File: src/rtl/mod6_down_counter.sv
`default_nettype none
// ============================================================================
// Module      : mod6_down_counter
// Description : Modulo-N down counter with parallel load, terminal count,
//               cascade borrow, one-hot decode and out-of-range load flag.
//               All state updates occur on the falling edge of clk.
// Ports       : clk      - single clock (falling-edge active)
//               clr      - synchronous active-high clear, count -> MODULUS-1
//               en       - count enable, decrement by one per enabled edge
//               load     - synchronous parallel-load strobe
//               d        - parallel-load value
//               q        - registered current count
//               tc       - terminal count, high when q == 0
//               borrow   - cascade borrow = tc & en & ~load & ~clr
//               dec      - one-hot decode of q
//               load_err - one-cycle flag after an out-of-range load
// Revision    : 1.0 - initial release
// ============================================================================
module mod6_down_counter #(
    parameter int MODULUS = 6,
    parameter int WIDTH   = 3
) (
    input  logic               clk,
    input  logic               clr,
    input  logic               en,
    input  logic               load,
    input  logic [WIDTH-1:0]   d,
    output logic [WIDTH-1:0]   q,
    output logic               tc,
    output logic               borrow,
    output logic [MODULUS-1:0] dec,
    output logic               load_err
);

    localparam logic [WIDTH-1:0] C_MAX = WIDTH'(MODULUS - 1);
    // One extra bit so MODULUS == 2**WIDTH is representable in the compare.
    localparam logic [WIDTH:0]   C_MOD = (WIDTH + 1)'(MODULUS);

    logic [WIDTH-1:0] count_q;
    logic [WIDTH-1:0] count_d;
    logic             load_err_q;
    logic             load_err_d;
    logic             w_d_oor;
    logic             w_cnt_oor;

    assign w_d_oor   = ({1'b0, d}       >= C_MOD);
    // Only reachable before the first clr; forcing a wrap keeps the count
    // from ever decrementing through an illegal value.
    assign w_cnt_oor = ({1'b0, count_q} >= C_MOD);

    // Next-state for load / enable / hold; clr is applied in the register.
    always_comb begin
        count_d    = count_q;
        load_err_d = 1'b0;
        if (load) begin
            if (w_d_oor) begin
                count_d    = C_MAX;
                load_err_d = 1'b1;
            end else begin
                count_d    = d;
            end
        end else if (en) begin
            // Wrap happens in the same edge as an ordinary decrement.
            if ((count_q == '0) || w_cnt_oor) begin
                count_d = C_MAX;
            end else begin
                count_d = count_q - WIDTH'(1);
            end
        end
    end

    always_ff @(negedge clk) begin
        if (clr) begin
            count_q    <= C_MAX;
            load_err_q <= 1'b0;
        end else begin
            count_q    <= count_d;
            load_err_q <= load_err_d;
        end
    end

    always_comb begin
        dec = '0;
        for (int i = 0; i < MODULUS; i++) begin
            if (count_q == WIDTH'(i)) begin
                dec[i] = 1'b1;
            end
        end
    end

    assign q        = count_q;
    assign tc       = (count_q == '0);
    // Borrow is suppressed whenever this stage will not actually wrap.
    assign borrow   = tc & en & ~load & ~clr;
    assign load_err = load_err_q;

endmodule
`default_nettype wire

File: config.mk
export PLATFORM = sky130hd
export DESIGN_NAME = mod6_down_counter
export DESIGN_NICKNAME = d
export VERILOG_FILES = /design/src/rtl/mod6_down_counter.sv
export SDC_FILE = /design/constraint.sdc
export NUM_CORES = 1
export LEC_CHECK = 0
export CAP_MARGIN = 20
export CELL_PAD_IN_SITES_DETAIL_PLACEMENT = 2
export CELL_PAD_IN_SITES_GLOBAL_PLACEMENT = 2
export CORE_UTILIZATION = 16
export CTS_BUF_LIST = sky130_fd_sc_hd__clkbuf_4 sky130_fd_sc_hd__clkbuf_8 sky130_fd_sc_hd__clkbuf_16
export DETAILED_ROUTE_END_ITERATION = 10
export PLACE_DENSITY = 0.72
export SYNTH_ARGS = -nofsm -noshare
export SYNTH_HDL_FRONTEND = slang
export SYNTH_SLANG_ARGS = --single-unit
File: constraint.sdc
create_clock -name clk -period 1.35 [get_ports clk]
set_input_delay 0.27 -clock clk [delete_from_list [all_inputs] [get_ports clk]]
set_output_delay 0.27 -clock clk [all_outputs]
set_load 0.05 [all_outputs]
==> results.cfg <==
[min_path]
min_path_type = register to register
hp-start = q[1]
hold-path-cell-count = 3
min_to = q[1]

[power_and_ir_drop]
report.power.total_mw = 0.756
pwr_density_cell_nw_per_um2 = 715
vdd_drop_max_mv = 0.370
power_leakage_nw = 0.474

[synthesis]
synth_top_area_frac = 0.236
ys_ff_latch = 4
synthMuxAreaShare = 0
synthDistinctLibCells = 22
yosysWarnings = 0
syn_avg_cell_area_sq_um = 8.27
synth_cells = 41
synth_adder_area_share = 0.185
yosysSeqAreaShare = 0.236
synth-simple-area-share = 0.321
syn_area_sq_um = 339
synth.area.top_cells = dfxtp_1 24%, ha_1 18%, and2b_2 7.7%, inv_1 5.5%, nor2_1 5.5%
synth_compound_area_frac = 0.170
synth_top_family_by_area = simple AND/OR/NAND/NOR gates
synth_xor_xnor_area_share = 0
syn_nets = 53
yosys.area.top_type = dfxtp_1

[clocking]
numCtsBuffers = 3
root_buffer = clkbuf_4
clock_path_buffers = 2
numClockSinks = 4
cts_hold_buffers = 0
cts_tree = built
clk_pin_slew_ns = 0.04
worstSkewPairLatency_ns = 0.31
htree_levels = 1

[sta]
worst_pin_slew_ns = 0.266
fin_ws_ns = -0.990
setup_violations = 14
clock_skew_ns = 0.00829
rsz0062_at_grt = true
timing.setup.tns_ns = -10.39
slew_violations = 0
hold_violations = 0
relSlewSlack = 0.822

[setup_path]
slowest_stage = dfxtp_4
cp_max_fo = 2
worstPathArrival_ns = 2.07
crit_path_max_incr_delay_ns = 0.34
reg2regPathDepth = 8
crit_path_start_kind = register
timing.rr.end = q[0]
ff2ff_setup_slack_ns = -0.30
end_kind = output port
worstReg2RegStart = q[1]
worstPathRequired_ns = 1.08
path_class = register to output port
cp_cell_sequence = inv_4 -> ha_4 -> nand2b_4 -> nor4b_4 -> buf_12

[grt]
grt_pass1_vias = 556
track_usage = 0.175
antenna_found_initial = 0
grt_overflow = 0
grt_pass1_wl_um = 2480
grt_max_degree = 9

[floorplanning]
ioPinCount = 19
rows = 16
die_x_um = 48.0
core-area_sq_um = 1980
die-area_sq_um = 2310
initial_utilization = 0.171
die_h_um = 48.0

[finish]
drive_above_1_share = 0.770
syn2layout_area_growth_pct = 212
diodes = 0
final_cell_mix = 12 x buf_12, 12 x buf_6, 12 x buf_4
nNetsFinal = 101

[detailed_routing]
postRouteAntennaNets = 0
dr.pass1.iters = 2
wirelength_um = 1520
via_per_inst = 4.23
wl_per_cell_um = 13.4
drcViolationCount = 0
drtIter0Drc = 1
num_vias = 482

[run]
maxCapViolations = 0

[placed_design]
gp_congestion = 0.700
io_buffer_count = 18
hpwl_um = 1050
pre_cts_ws_ns = -0.815

[status]
violations = setup timing
status = finished, violations left
==> synthesized netlist by cell type, drive strengths merged <==
cell type	number
nor2	5
nor4b	1
inv	5
nand4	1
nor3	1
clkbuf	1
nand2b	1
o31ai	1
o21a	1
and2	2
ha	5
dfxtp	4
buf	1
a21oi	1
nand3	2
and2b	3
a31oi	1
a221o	1
o21ai	1
a21o	1
a221oi	1
and4b	1
==> registers in the layout, summed over array words and instances (netlist names) <==
register,flops
q,3
load_err,1
==> final cells by class <==
type	instances	area, sq um
clock buffers	3	22.5
clock inverters	4	15.0
fillers	187	923
inverters	4	25.0
multi-input cells	30	355
flip-flops and latches	4	95.1
well taps	27	33.8
repair buffers	42	512
==> worst max-delay path, delay by kind of cell (launching register included) <==
family / cells / cell delay (ns)
buf+inv: 2 / 0.24
simple gates: 2 / 0.37
fa+ha+maj: 1 / 0.14
flops: 1 / 0.34
==> how the worst max path moves through the flow <==
stage | startpoint | to | slack, ns
global route | q[1] | borrow | -1.06
global placement | load | q[0] | -0.76
finish | q[1] | borrow | -0.99
CTS | q[1] | borrow | -1.0
detailed placement | en | q[2] | -0.82
floorplan | q[0] | borrow | -0.96
==> per-stage QoR <==
step	instance area [sq um]	util	hold WS [ns]	instances
floorplan	428	-	0.597	41
global placement	820	0.414	0.613	96
detailed placement	820	0.414	0.628	96
CTS	985	0.497	0.631	110
global route	1060	0.534	0.664	114
finish	1060	0.534	0.643	114
==> power breakdown <==
part	total [mW]	switching [mW]	internal, mW
Sequential	0.134	0.00801	0.125
Combinational	0.415	0.195	0.221
Clock	0.208	0.0908	0.117
==> cells by family after synthesis <==
family                   count (synthesis)
adder cells (fa/ha/maj)                  5
AND/OR/NAND/NOR                         17
AO/OA/AOI/OAI                            8
buffers and inverters                    7
flip-flops                               4
==> timing repair <==
| action | 4_1_cts | 5_1_grt |
|---|---|---|
| pin swaps | 7 | 8 |
| gates resized for setup | 36 | 13 |
| setup endpoints to repair | 16 | 15 |
| setup buffers | 8 | 8 |
==> layer usage <==
metal / part of all wire / track usage / vias up
li1: - / - / 234
met1: 0.37 / 0.151 / 222
met2: 0.56 / 0.327 / 21
met3: 0.031 / 0.0453 / 5
met4: 0.034 / 0.150 / 0
met5: 0 / 0 / -
Power figures use the tool's default switching activity.
